## src/rtl/tile_puzzle_ctrl.sv

```systemverilog
// tile_puzzle_ctrl
// Sliding-tile puzzle game controller for the VGA tile renderer. It holds a
// ROWS x COLS board as a packed tile-index bus. The blank is moved by
// debounced direction buttons or by an LFSR-driven shuffle sequence. A
// saturating move counter and registered solved detection are also provided.
//
// Ports:
//   clk          system clock
//   rst          synchronous active-high reset
//   btn_dir      direction levels [0]=up [1]=down [2]=left [3]=right (async)
//   btn_shuffle  shuffle request level (async)
//   tiles        packed board, cell i at [i*IDX_W +: IDX_W], 0 = blank
//   blank_pos    cell index of the blank
//   move_count   valid player moves since reset or last shuffle (saturating)
//   solved       board equals home arrangement (registered)
//   busy         shuffle in progress
//
// Optional feature macro: WIN_LOCK_EN
//   When WIN_LOCK_EN is defined, a player move that solves the board enters a
//   WIN state. In WIN, direction requests are ignored until a shuffle or reset.

module tile_puzzle_ctrl #(
  parameter int ROWS          = 2,
  parameter int COLS          = 2,
  parameter int IDX_W         = 3,
  parameter int CNT_W         = 16,
  parameter int SHUFFLE_STEPS = 64
) (
  input  logic                              clk,
  input  logic                              rst,
  input  logic [3:0]                        btn_dir,
  input  logic                              btn_shuffle,
  output logic [ROWS*COLS*IDX_W-1:0]        tiles,
  output logic [$clog2(ROWS*COLS)-1:0]      blank_pos,
  output logic [CNT_W-1:0]                  move_count,
  output logic                              solved,
  output logic                              busy
);

  localparam int N  = ROWS * COLS;
  localparam int PW = $clog2(N);
  localparam int RW = $clog2(ROWS);
  localparam int CW = $clog2(COLS);
  localparam int SW = $clog2(SHUFFLE_STEPS + 1);

  typedef enum logic [1:0] {IDLE, SHUFFLE, WIN} state_t;

  state_t           state;
  logic [IDX_W-1:0] cells      [N];
  logic [IDX_W-1:0] next_cells [N];
  logic [RW-1:0]    blank_row;
  logic [CW-1:0]    blank_col;
  logic [SW-1:0]    steps;
  logic [15:0]      lfsr;
  logic             fb;
  logic [4:0]       btn_all;
  logic [4:0]       s1, s2, s3;
  logic [4:0]       pulse;
  logic             move_req;
  logic [1:0]       move_dir;
  logic             move_ok;
  logic [PW-1:0]    nb_pos;
  logic [RW-1:0]    nb_row;
  logic [CW-1:0]    nb_col;
  logic             cur_is_home;

  function automatic logic [IDX_W-1:0] home_val(input int i);
    return (i == N - 1) ? '0 : IDX_W'(i + 1);
  endfunction

  assign btn_all = {btn_shuffle, btn_dir};
  assign pulse   = s2 & ~s3;
  assign fb      = lfsr[0] ^ lfsr[2] ^ lfsr[3] ^ lfsr[5];

  always_comb begin
    for (int i = 0; i < N; i++) begin
      tiles[i*IDX_W +: IDX_W] = cells[i];
    end
  end

  // Pick the requested direction. A shuffle pulse in IDLE swallows any
  // direction pulse of the same cycle. Only the highest-priority pulse is
  // considered, even if that move turns out to be off the board.
  always_comb begin
    move_req = 1'b0;
    move_dir = 2'd0;
    if (state == SHUFFLE) begin
      move_req = 1'b1;
      move_dir = lfsr[1:0];
    end else if (state == IDLE && !pulse[4]) begin
      if (pulse[0]) begin
        move_req = 1'b1;
        move_dir = 2'd0;
      end else if (pulse[1]) begin
        move_req = 1'b1;
        move_dir = 2'd1;
      end else if (pulse[2]) begin
        move_req = 1'b1;
        move_dir = 2'd2;
      end else if (pulse[3]) begin
        move_req = 1'b1;
        move_dir = 2'd3;
      end
    end
  end

  // Row/column of the blank are tracked alongside blank_pos so that the
  // edge checks need no division.
  always_comb begin
    move_ok = 1'b0;
    nb_pos  = blank_pos;
    nb_row  = blank_row;
    nb_col  = blank_col;
    case (move_dir)
      2'd0: if (blank_row != '0) begin
        move_ok = move_req;
        nb_pos  = blank_pos - PW'(COLS);
        nb_row  = blank_row - RW'(1);
      end
      2'd1: if (blank_row != RW'(ROWS - 1)) begin
        move_ok = move_req;
        nb_pos  = blank_pos + PW'(COLS);
        nb_row  = blank_row + RW'(1);
      end
      2'd2: if (blank_col != '0) begin
        move_ok = move_req;
        nb_pos  = blank_pos - PW'(1);
        nb_col  = blank_col - CW'(1);
      end
      default: if (blank_col != CW'(COLS - 1)) begin
        move_ok = move_req;
        nb_pos  = blank_pos + PW'(1);
        nb_col  = blank_col + CW'(1);
      end
    endcase
  end

  always_comb begin
    for (int i = 0; i < N; i++) begin
      next_cells[i] = cells[i];
    end
    if (move_ok) begin
      next_cells[blank_pos] = cells[nb_pos];
      next_cells[nb_pos]    = '0;
    end
  end

  always_comb begin
    cur_is_home = 1'b1;
    for (int i = 0; i < N; i++) begin
      if (cells[i] != home_val(i)) cur_is_home = 1'b0;
    end
  end

`ifdef WIN_LOCK_EN
  logic next_is_home;

  // Look at the board as it will be after this edge, so the move that
  // solves the puzzle can enter WIN at the same edge.
  always_comb begin
    next_is_home = 1'b1;
    for (int i = 0; i < N; i++) begin
      if (next_cells[i] != home_val(i)) next_is_home = 1'b0;
    end
  end
`endif

  always_ff @(posedge clk) begin
    if (rst) begin
      for (int i = 0; i < N; i++) begin
        cells[i] <= home_val(i);
      end
      blank_pos  <= PW'(N - 1);
      blank_row  <= RW'(ROWS - 1);
      blank_col  <= CW'(COLS - 1);
      move_count <= '0;
      solved     <= 1'b1;
      busy       <= 1'b0;
      state      <= IDLE;
      steps      <= '0;
      lfsr       <= 16'hACE1;
      s1         <= '0;
      s2         <= '0;
      s3         <= '0;
    end else begin
      lfsr   <= {fb, lfsr[15:1]};
      s1     <= btn_all;
      s2     <= s1;
      s3     <= s2;
      solved <= cur_is_home;
      for (int i = 0; i < N; i++) begin
        cells[i] <= next_cells[i];
      end
      if (move_ok) begin
        blank_pos <= nb_pos;
        blank_row <= nb_row;
        blank_col <= nb_col;
      end
      case (state)
        IDLE, WIN: begin
          if (pulse[4]) begin
            state      <= SHUFFLE;
            steps      <= SW'(SHUFFLE_STEPS);
            move_count <= '0;
            busy       <= 1'b1;
          end else if (move_ok) begin
            if (move_count != '1) move_count <= move_count + CNT_W'(1);
`ifdef WIN_LOCK_EN
            if (next_is_home) state <= WIN;
`endif
          end
        end
        SHUFFLE: begin
          if (steps == SW'(1)) begin
            state <= IDLE;
            busy  <= 1'b0;
          end else begin
            steps <= steps - SW'(1);
          end
        end
        default: state <= IDLE;
      endcase
    end
  end

endmodule

```

## config.mk

```make
export PLATFORM = sky130hd
export DESIGN_NAME = tile_puzzle_ctrl
export DESIGN_NICKNAME = d
export VERILOG_FILES = /design/src/rtl/tile_puzzle_ctrl.sv
export SDC_FILE = /design/constraint.sdc
export NUM_CORES = 1
export LEC_CHECK = 0
export BUFFER_PORTS_ARGS = -buffer_cell sky130_fd_sc_hd__buf_2
export CELL_PAD_IN_SITES_DETAIL_PLACEMENT = 0
export CELL_PAD_IN_SITES_GLOBAL_PLACEMENT = 1
export CORE_MARGIN = 3
export CORE_UTILIZATION = 29
export DETAILED_ROUTE_END_ITERATION = 8
export PLACE_DENSITY = 0.55
export SYNTH_ARGS = -nofsm -noshare
export SYNTH_HDL_FRONTEND = slang
export SYNTH_SLANG_ARGS = --single-unit
```

## constraint.sdc

```tcl
create_clock -name clk -period 3.6 [get_ports clk]
set_input_delay 0.54 -clock clk [delete_from_list [all_inputs] [get_ports clk]]
set_output_delay 0.54 -clock clk [all_outputs]
set_load 0.02 [all_outputs]
```

==> results of run 1 <==
[cell usage after synthesis, drive strengths merged, types with 2 or more instances]
library cell / instances / share of area
nor2b: 29 / 0.062
nor4b: 3 / 0.0080
or3: 7 / 0.013
and4: 2 / 0.0054
a21oi: 20 / 0.035
a31oi: 4 / 0.0076
nor4: 4 / 0.0076
buf: 4 / 0.0073
nand3: 19 / 0.029
o211ai: 3 / 0.0069
mux4: 2 / 0.014
mux2i: 6 / 0.022
o2bb2ai: 3 / 0.0080
inv: 16 / 0.018
or4: 6 / 0.014
o32ai: 5 / 0.013
nand3b: 3 / 0.0069
nand2b: 2 / 0.0061
ha: 7 / 0.027
xnor2: 8 / 0.021
nand2: 28 / 0.033
nor2: 17 / 0.019
a22o: 2 / 0.0054
xor2: 5 / 0.013
and2: 3 / 0.0057
nor3: 7 / 0.016
or2: 8 / 0.015
dfxtp: 72 / 0.44
mux2: 2 / 0.0069
o31a: 2 / 0.0054
nand4: 2 / 0.0038
o211a: 2 / 0.0061
o21ai: 12 / 0.019
clkbuf: 9 / 0.010
and3: 4 / 0.0076
a221o: 2 / 0.0061
o31ai: 5 / 0.016
a311oi: 3 / 0.0080
[kinds of logic (layout without fill, tap and decap cells)]
family	count (synthesis)	after routing	share of synthesized area
AO/OA/AOI/OAI	70	70	0.163
XOR/XNOR	13	13	0.0348
adder cells (fa/ha/maj)	7	7	0.0268
buffers and inverters	29	74	0.0359
flip-flops	72	72	0.440
multiplexers	10	10	0.0428
AND/OR/NAND/NOR	145	145	0.256
[routing by layer]
layer	vias to the layer above	routed length (um)
met5	-	0
met2	45	3190
met3	12	359
li1	1320	-
met1	1169	3800
met4	0	161
[stage by stage]
stage	hold WS [ns]	total power [W]	instances	area, um^2
2_1_floorplan	0.389	0.00118	346	3270
3_3_place_gp	0.392	0.00128	515	3610
3_5_place_dp	0.397	0.00127	515	3610
4_1_cts	0.392	0.00222	531	3920
5_1_grt	0.386	0.00230	531	3920
6_report	0.406	0.00219	531	3920
[registers in the layout, summed over array words and instances (netlist names), 2 cells and up]
signal      count
blank_pos       2
cells          12
lfsr           16
move_count     16
s1              5
s2              5
s3              5
steps           7
[layout make-up]
type	count	area, um^2	area share
clock buffer	9	225	0.0575
clock inverter	7	81.3	0.0208
inverter	16	60.1	0.0153
multi-input combinational	245	1710	0.438
sequential	72	1440	0.368
tap	140	175	0.0447
timing repair buffer	42	220	0.0562
[worst max-delay path by stage]
| stage | from | end | slack (ns) | cells after the start |
|---|---|---|---|---|
| after floorplan | blank_pos[1] | cells[0][0] | 0.60 | 9 |
| after global placement | blank_pos[1] | cells[0][0] | 0.54 | 9 |
| after detailed placement | blank_pos[1] | cells[0][0] | 0.49 | 9 |
| after CTS | blank_pos[1] | cells[0][0] | 0.47 | 9 |
| after global routing | blank_pos[1] | cells[0][0] | 0.25 | 9 |
| final | blank_pos[1] | cells[0][0] | 0.48 | 9 |
[critical path, stage by stage, from the launching register on]
cell and delay [ns]:
sky130_fd_sc_hd__dfxtp_1 0.51, sky130_fd_sc_hd__inv_1 0.14, sky130_fd_sc_hd__ha_1 0.35, sky130_fd_sc_hd__and3_1 0.20, sky130_fd_sc_hd__a311oi_1 0.23, sky130_fd_sc_hd__a31oi_1 0.18
sky130_fd_sc_hd__a22oi_4 0.37, sky130_fd_sc_hd__mux4_2 0.58, sky130_fd_sc_hd__and3_1 0.20, sky130_fd_sc_hd__a211o_1 0.26
[power breakdown]
| group | switching, W | internal, W | total (W) |
|---|---|---|---|
| combinational | 0.000220 | 0.000149 | 0.000369 |
| clock | 0.000383 | 0.000549 | 0.000932 |
| sequential | 0.0000437 | 0.000845 | 0.000888 |
| total | 0.000647 | 0.00154 | 0.00219 |
==> results.txt, run 1 <==
----------------------------------------------------
[Critical path]
  Data arrival, critical path ... 3.36 ns
  Slack of the worst reg-to-reg path ... 0.48 ns
  Setup crit start kind ... flip-flop
  Capture instance of the worst register-to-register path ... cells[0][0]
  Reg2Reg Launch Point ... blank_pos[1]
  Sort of element at the end of the critical path ... flip-flop
  Largest fanout of any net on the critical path ... 9
  Type of the worst setup path ... flip-flop to flip-flop
  Depth of the worst register-to-register path ... 9
  Critical Path RT ... between 3 and 4 ns

[Placed design]
  Pre-CTS worst setup slack ... ~0.49 ns
  Count of buffers from port buffering ... 38
  Post-detail-place hpwl ... about 5.1 mm
  GP Congestion ... 0.791

[Floorplanning]
  CORE AREA ... 10900 um^2
  Std cell rows ... 38
  Height of the die ... approximately 110 um
  Boundary Pins ... 39
  Width of the die ... around 110 um
  Starting density of the core ... 0.299
  Total Die Area ... 12600 um^2

[Yosys]
  Dominant synthesized flop cell ... sky130_fd_sc_hd__dfxtp_1
  Share of synthesized registers carrying an async set or reset ... 0
  Post-Synthesis Cells ... between 300 and 400
  Syn. warnings ... 0
  Net Count, Synth ... 360
  Post-synthesis instance area ... ~3300 um^2
  Number of enable flip-flop cells after synthesis ... 0
  Sequential cell area fraction in the yosys report ... 0.440
  Number of register bits inferred by synthesis ... 72
  Average footprint of a synthesized cell ... ~9.5 um^2
  Number of distinct library cells after synthesis ... 60

[Global route]
  Antenna violations before repair ... 0
  Vias in the first global route ... approximately 2400
  GRT met3 Usage ... 0.0410
  Tot GR Track Use ... 0.126
  Overall overflow remaining after global route ... 0
  Wire length of the first global-routing pass ... roughly 13 mm
  Global routing met2 resource utilization ... 0.177
  Busiest layer in global routing ... met2
  Maximum number of pins on one net before global-route repair ... 48
  Met1 Track Usage GR ... 0.173

[Clock tree]
  Clock buffer depth ... 2
  Clock latency on the worst-skew pair ... approximately 0.34 ns
  Max H-tree Level ... 3
  Cells resized by post-CTS repair ... 0
  Number of clock sinks ... 72
  Number of hold-repair buffers added at the cts stage ... 0
  Number of buffers inserted during clock tree synthesis ... 9
  Clock transition at the registers of the reported paths ... 0.06 ns
  CTS root buffer ... sky130_fd_sc_hd__clkbuf_16
  CTS tree ... yes
  Setup fix buffers added after clock tree synthesis ... 0

[STA]
  Actual transition at the worst max-transition pin ... 0.674 ns
  Worst setup slack after layout ... approximately 0.48 ns
  RSZ-0062 raised after global routing ... false
  Endpoints failing hold ... 0
  Fmax ... roughly 320 MHz
  Total Neg Setup Slack ... 0 ns
  Shortest period the worst path allows ... about 3.1 ns
  Relative slew margins ... 0.550
  Max Clock Skew ... 0.00744 ns
  Final clock period utilization by the worst path ... 0.868
  Pins over their slew limit ... 0
  Setup violations, final ... 0

[Detailed routing]
  Number of design rule violations left after detail routing ... 0
  Average routed wire per standard cell ... between 10 and 15 um
  Total Routed Length ... ~7.5 mm
  Number of vias after detailed routing ... around 2500
  First DRT Iteration DRCs ... 96
  Detailed-routing iteration count for the pre-antenna-repair pass ... 4
  Via count normalized by instance count ... approximately 4.8
  Count of antenna-violating nets left after detailed routing ... 0

[Finish]
  Area added between synthesis and finish ... 19.7%
  Antenna cell count ... 0
  Fraction of final layout cells with drive strength greater than 1 ... 0.220
  Commonest non-fill, non-tap cell in the layout ... sky130_fd_sc_hd__dfxtp_1
  Number of nets in the layout ... 400
  Number of inserted filler cells in the final layout ... 1154
  Most used cells in the layout excluding fill and tap cells ... 72 x sky130_fd_sc_hd__dfxtp_1, 38 x sky130_fd_sc_hd__buf_2, 27 x sky130_fd_sc_hd__nand2_1, 26 x sky130_fd_sc_hd__nor2b_1, 19 x sky130_fd_sc_hd__nand3_1
  Final core utilization ... 0.358

[Status]
  Result of the run ... finished clean

[Flow run]
  Number of violations of the max-capacitance limit ... 0

[Power and ir drop]
  Pwr/cell area ... 559 nW/um^2
  Max VDD drop ... about 0.00021 V
  Leakage power summed over all cells ... approximately 1.6 nW

[Hold path]
  Type of the worst min-delay path ... input port to flip-flop
  Hold Path Stages ... 2
  Hold EP ... s1[4]
  Startpoint of the tightest hold check path ... btn_shuffle

----------------------------------------------------
Power figures use the tool's default switching activity.
==> inputs of run 2 (changes only) <==
- RECOVER_POWER: not set -> 50
==> run 2 against run 1 <==
The run now ends with capacitance limit, slew limit left. Non-clock buffer count stayed put. Final cell count is the same. First-iteration DRC count shrank 2.1%.
==> results.txt, run 2 (synthesized netlist as in run 1, its figures left out) <==
----------------------------------------------------
[Status]
  Result of the run ... finished, violations left
  Violations in the final reports ... capacitance limit, slew limit

[STA]
  Fmax ... around 320 MHz
  Endpoints failing hold ... 0
  Setup violations, final ... 0
  Pins over their slew limit ... 48
  Final clock period utilization by the worst path ... 0.869
  Actual transition at the worst max-transition pin ... around 2.0 ns
  Relative slew margins ... -0.352
  RSZ-0062 raised after global routing ... false
  Shortest period the worst path allows ... 3.13 ns
  Max Clock Skew ... around 0.0074 ns
  Total Neg Setup Slack ... 0 ns

[Clock tree]
  CTS root buffer ... sky130_fd_sc_hd__clkbuf_16
  Max H-tree Level ... 3
  Number of clock sinks ... 72
  Setup fix buffers added after clock tree synthesis ... 0
  Number of buffers inserted during clock tree synthesis ... 9
  Clock transition at the registers of the reported paths ... 0.06 ns
  CTS tree ... yes
  Cells resized by post-CTS repair ... 0
  Clock latency on the worst-skew pair ... between 0.3 and 0.4 ns
  Number of hold-repair buffers added at the cts stage ... 0
  Clock buffer depth ... 2

[Detailed routing]
  Count of antenna-violating nets left after detailed routing ... 0
  M1 WL ... about 3.8 mm
  Number of design rule violations left after detail routing ... 0
  First DRT Iteration DRCs ... 94
  Met2 WL post-DR ... roughly 3.2 mm
  Total Routed Length ... around 7.5 mm
  Number of vias after detailed routing ... about 2600
  Average routed wire per standard cell ... 14.1 um
  Uppermost signal routing layer after detailed routing ... met4
  Met3 routed WL ... ~350 um
  Detailed-routing iteration count for the pre-antenna-repair pass ... 4
  Via count normalized by instance count ... 4.81

[Global route]
  Vias in the first global route ... 2432
  Maximum number of pins on one net before global-route repair ... 48
  Wire length of the first global-routing pass ... between 10 and 15 mm
  Tot GR Track Use ... 0.126
  Overall overflow remaining after global route ... 0
  Antenna violations before repair ... 0

[Placed design]
  Count of buffers from port buffering ... 38
  Post-detail-place hpwl ... between 5 and 6 mm
  GP Congestion ... between 0.7 and 0.8
  Placed instance area ... 3610 um^2

[Floorplanning]
  CORE AREA ... between 10000 and 15000 um^2
  Starting density of the core ... 0.299
  Std cell rows ... 38
  Boundary Pins ... 39
  Height of the die ... around 110 um
  Total Die Area ... around 13000 um^2
  Width of the die ... between 100 and 150 um

[Finish]
  Final std cell area, no fill ... between 3000 and 4000 um^2
  Number of inserted filler cells in the final layout ... 1162
  Commonest non-fill, non-tap cell in the layout ... sky130_fd_sc_hd__dfxtp_1
  Final core utilization ... 0.355
  Antenna cell count ... 0
  Fraction of final layout cells with drive strength greater than 1 ... 0.164
  Most used cells in the layout excluding fill and tap cells ... 72 x sky130_fd_sc_hd__dfxtp_1, 27 x sky130_fd_sc_hd__nand2_1, 26 x sky130_fd_sc_hd__nor2b_1, 22 x sky130_fd_sc_hd__clkbuf_1, 19 x sky130_fd_sc_hd__nand3_1
  Number of nets in the layout ... 400
  Registers with the highest flip-flop counts ... lfsr x16, move_count x16, cells x12
  Area added between synthesis and finish ... 18.8%

[Critical path]
  Data arrival, critical path ... between 3 and 4 ns
  Depth of the worst register-to-register path ... 9
  Capture instance of the worst register-to-register path ... cells[0][0]
  Type of the worst setup path ... flip-flop to flip-flop
  Critical Path RT ... 3.83 ns
  Slack of the worst reg-to-reg path ... roughly 0.47 ns
  Largest fanout of any net on the critical path ... 9
  Reg2Reg Launch Point ... blank_pos[1]
  Setup crit start kind ... flip-flop
  Sort of element at the end of the critical path ... flip-flop

[Hold path]
  Hold Path Stages ... 2
  Type of the worst min-delay path ... input port to flip-flop
  Startpoint of the tightest hold check path ... btn_shuffle
  Hold EP ... s1[4]

[Power and ir drop]
  Net load switching power ... 0.000647 W
  Pwr/cell area ... between 500 and 600 nW/um^2
  Switching share of total power ... 0.296
  Max VDD drop ... 0.000212 V
  Combinational fraction of design power ... 0.167
  Leakage power summed over all cells ... roughly 1.5 nW
  Internal Dissipation ... about 0.0015 W
  Sequential share of power ... 0.406
  Proportion of power drawn by the clock network ... 0.426

[Flow run]
  Number of violations of the max-capacitance limit ... 1

----------------------------------------------------
[run 2: layer usage]
layer | vias to the layer above | GRT usage
met2 | 44 | 0.177
met4 | 0 | 0.0633
met5 | - | 0
met1 | 1176 | 0.173
met3 | 12 | 0.0410
li1 | 1323 | -
[run 2: power groups by stage]
stage	clock [W]	combinational (W)	sequential (W)
2_1_floorplan	0	0.000267	0.000914
3_3_place_gp	0	0.000370	0.000906
3_5_place_dp	0	0.000369	0.000906
4_1_cts	0.000959	0.000372	0.000888
5_1_grt	0.000997	0.000408	0.000896
6_report	0.000933	0.000366	0.000889
[run 2: area by class of cell]
type | instances | area, um^2 | area share
clock buffers | 9 | 225 | 0.0579
clock inverters | 7 | 81.3 | 0.0209
inverters | 16 | 60.1 | 0.0154
multi-input cells | 245 | 1710 | 0.441
flip-flops and latches | 72 | 1440 | 0.371
well taps | 140 | 175 | 0.0451
repair buffers | 42 | 190 | 0.0489
[run 2: per-stage QoR]
stage	setup WS, ns	instances	total power, W	hold slack [ns]
2_1_floorplan	0.605	346	0.00118	0.389
6_report	0.473	531	0.00219	0.406
3_3_place_gp	0.540	515	0.00128	0.392
3_5_place_dp	0.486	515	0.00127	0.397
5_1_grt	0.247	531	0.00230	0.386
4_1_cts	0.468	531	0.00222	0.392
[run 2: how the worst max path moves through the flow]
stage                       from     endpoint  cells past startpoint
detailed placement  blank_pos[1]  cells[0][0]                      9
floorplan           blank_pos[1]  cells[0][0]                      9
global placement    blank_pos[1]  cells[0][0]                      9
CTS                 blank_pos[1]  cells[0][0]                      9
global route        blank_pos[1]  cells[0][0]                      9
finish              blank_pos[1]  cells[0][0]                      9
[run 2: critical path: stages (launching register included)]
cell and delay [ns]:
sky130_fd_sc_hd__dfxtp_1 0.51, sky130_fd_sc_hd__inv_1 0.14, sky130_fd_sc_hd__ha_1 0.35, sky130_fd_sc_hd__and3_1 0.20, sky130_fd_sc_hd__a311oi_1 0.23, sky130_fd_sc_hd__a31oi_1 0.18
sky130_fd_sc_hd__a22oi_4 0.37, sky130_fd_sc_hd__mux4_2 0.58, sky130_fd_sc_hd__and3_1 0.20, sky130_fd_sc_hd__a211o_1 0.25
==> inputs of run 3 (changes only) <==
- clock period: 3.6 -> 3.12 ns (I/O delays scaled with it)
==> run 3 against run 2 <==
The flow still finishes with violations (capacitance limit, slew limit). Register-to-register slack worse by 0.20 ns. Count of clock-buffer cells in the layout unchanged. First-iteration DRC count grew 77%. Sequential power grew 14%. Final cell count up 0.75%. Flip-flop and latch count unchanged. Worst hold slack got worse by 0.058 ns. Total power up 15%. Die area unchanged. Global-route usage fell by 0.076 points. Routed wire length down 1.1%. Fmax is 9.7% higher.
==> results.txt, run 3 (synthesized netlist as in run 1, its figures left out) <==
----------------------------------------------------
[Global route]
  Overall overflow remaining after global route ... 0
  Tot GR Track Use ... 0.125
  Vias in the first global route ... 2588
  Antenna violations before repair ... 0
  Wire length of the first global-routing pass ... approximately 13 mm
  Maximum number of pins on one net before global-route repair ... 48

[Clock tree]
  Clock latency on the worst-skew pair ... ~0.33 ns
  Clock buffer depth ... 2
  Number of clock sinks ... 72
  Clock transition at the registers of the reported paths ... ~0.07 ns
  CTS root buffer ... sky130_fd_sc_hd__clkbuf_16
  Number of buffers inserted during clock tree synthesis ... 9
  CTS tree ... yes
  Cells resized by post-CTS repair ... 0
  Setup fix buffers added after clock tree synthesis ... 0
  Max H-tree Level ... 3
  Number of hold-repair buffers added at the cts stage ... 0

[STA]
  Final clock period utilization by the worst path ... 0.914
  Pins over their slew limit ... 48
  Fmax ... roughly 350 MHz
  Actual transition at the worst max-transition pin ... approximately 2.0 ns
  Endpoints failing hold ... 0
  Shortest period the worst path allows ... approximately 2.9 ns
  Relative slew margins ... -0.314
  Max Clock Skew ... about 0.011 ns
  RSZ-0062 raised after global routing ... false
  Total Neg Setup Slack ... 0 ns
  Setup violations, final ... 0

[Placed design]
  Placed instance area ... approximately 3600 um^2
  Placed insts ... ~520
  Count of buffers from port buffering ... 38
  GP Congestion ... 0.789
  Post-detail-place hpwl ... about 5.2 mm

[Floorplanning]
  Boundary Pins ... 39
  Std cell rows ... 38
  Height of the die ... approximately 110 um
  Total Die Area ... about 13000 um^2
  Width of the die ... between 100 and 150 um
  Starting density of the core ... 0.299
  CORE AREA ... between 10000 and 15000 um^2

[Power and ir drop]
  Proportion of power drawn by the clock network ... 0.424
  Leakage power summed over all cells ... between 1.5 and 2 nW
  Sequential share of power ... 0.402
  Internal Dissipation ... between 0.0015 and 0.002 W
  Combinational fraction of design power ... 0.174
  Sum of internal, switching and leakage power ... approximately 0.0025 W
  Switching share of total power ... 0.291
  Net load switching power ... 0.000733 W
  Max VDD drop ... about 0.00022 V
  Pwr/cell area ... 642 nW/um^2

[Detailed routing]
  Number of vias after detailed routing ... roughly 2600
  Via count normalized by instance count ... between 4 and 5
  Detailed-routing iteration count for the pre-antenna-repair pass ... 4
  Average routed wire per standard cell ... roughly 14 um
  Number of design rule violations left after detail routing ... 0
  Count of antenna-violating nets left after detailed routing ... 0
  Total Routed Length ... between 7 and 8 mm
  First DRT Iteration DRCs ... about 170

[Critical path]
  Worst path most repeated cell ... sky130_fd_sc_hd__and3_1
  Critical Path RT ... 3.34 ns
  Type of the worst setup path ... flip-flop to flip-flop
  Setup crit start kind ... flip-flop
  Sort of element at the end of the critical path ... flip-flop
  Slowest Stage Delay on Critical Path ... about 0.57 ns
  Slowest stage cell on the critical path ... sky130_fd_sc_hd__mux4_2
  Largest fanout of any net on the critical path ... 7
  Chain of cells forming the critical path ... inv_1, ha_1, and3_1, a311oi_1, a31oi_1, a22oi_4, mux4_2, and3_1, a211o_1
  Data arrival, critical path ... between 3 and 4 ns

[Finish]
  Commonest non-fill, non-tap cell in the layout ... sky130_fd_sc_hd__dfxtp_1
  Cell Count, Final, Fillers Out ... about 540
  Area added between synthesis and finish ... 19.9%
  Antenna cell count ... 0
  Number of nets in the layout ... around 400
  Final std cell area, no fill ... a little under 4000 um^2
  Most used cells in the layout excluding fill and tap cells ... 72 x sky130_fd_sc_hd__dfxtp_1, 27 x sky130_fd_sc_hd__nand2_1, 26 x sky130_fd_sc_hd__nor2b_1, 21 x sky130_fd_sc_hd__clkbuf_1, 19 x sky130_fd_sc_hd__nand3_1
  Fraction of final layout cells with drive strength greater than 1 ... 0.175
  Registers with the highest flip-flop counts ... lfsr x16, move_count x16, cells x12

[Hold path]
  Type of the worst min-delay path ... input port to flip-flop

[Status]
  Result of the run ... finished, violations left
  Violations in the final reports ... capacitance limit, slew limit

[Flow run]
  Number of violations of the max-capacitance limit ... 1

----------------------------------------------------
==> run 3: changes by cell type in the layout (fill, tap and decap cells not counted), sizes merged <==
cell / delta
buf: +5
clkbuf: -1
clkinv: +1
inv: -1
==> run 3: power by group through the flow <==
stage | Combinational [W] | Clock (W) | Sequential, W
5_1_grt | 0.000496 | 0.00114 | 0.00102
6_report | 0.000439 | 0.00107 | 0.00101
3_5_place_dp | 0.000447 | 0 | 0.00103
4_1_cts | 0.000449 | 0.00111 | 0.00101
2_1_floorplan | 0.000308 | 0 | 0.00105
3_3_place_gp | 0.000445 | 0 | 0.00103
==> run 3: layer usage <==
metal / up-vias / wire [um] / part of all wire / global-route usage
met5: - / 0 / 0 / 0
met4: 0 / 90 / 0.012 / 0.0537
met3: 6 / 266 / 0.036 / 0.0334
met2: 38 / 3390 / 0.46 / 0.189
met1: 1222 / 3670 / 0.49 / 0.169
li1: 1326 / - / - / -
==> run 3: worst paths after layout <==
| check | from | to | slack (ns) | cells after the start |
|---|---|---|---|---|
| max | blank_pos[0] | cells[0][0] | 0.27 | 9 |
| min | btn_shuffle | s1[4] | 0.35 | 2 |
| min reg2reg | lfsr[7] | lfsr[6] | 0.41 | 1 |
| max reg2reg | blank_pos[0] | cells[0][0] | 0.27 | 9 |
==> run 3: final cells by class <==
type	instances	area, um^2
timing repair buffer	46	221
clock inverter	7	86.3
inverter	16	60.1
sequential	72	1440
tap	140	175
fill	1136	7010
multi-input combinational	245	1710
clock buffer	9	225
==> run 3: metrics by stage <==
step | setup WS [ns] | util | hold WS [ns]
final | 0.270 | 0.359 | 0.348
after floorplan | 0.125 | - | 0.389
after detailed placement | 0.274 | 0.333 | 0.393
after global placement | 0.299 | 0.333 | 0.393
after global routing | 0.0636 | 0.359 | 0.345
after CTS | 0.251 | 0.361 | 0.333
==> run 3: worst max-delay path, delay by kind of cell, from the launching register on <==
family	cells	cell delay, ns
compound gates	4	1.02
fa+ha+maj	1	0.36
buf+inv	1	0.07
flops	1	0.33
mux	1	0.57
simple gates	2	0.40
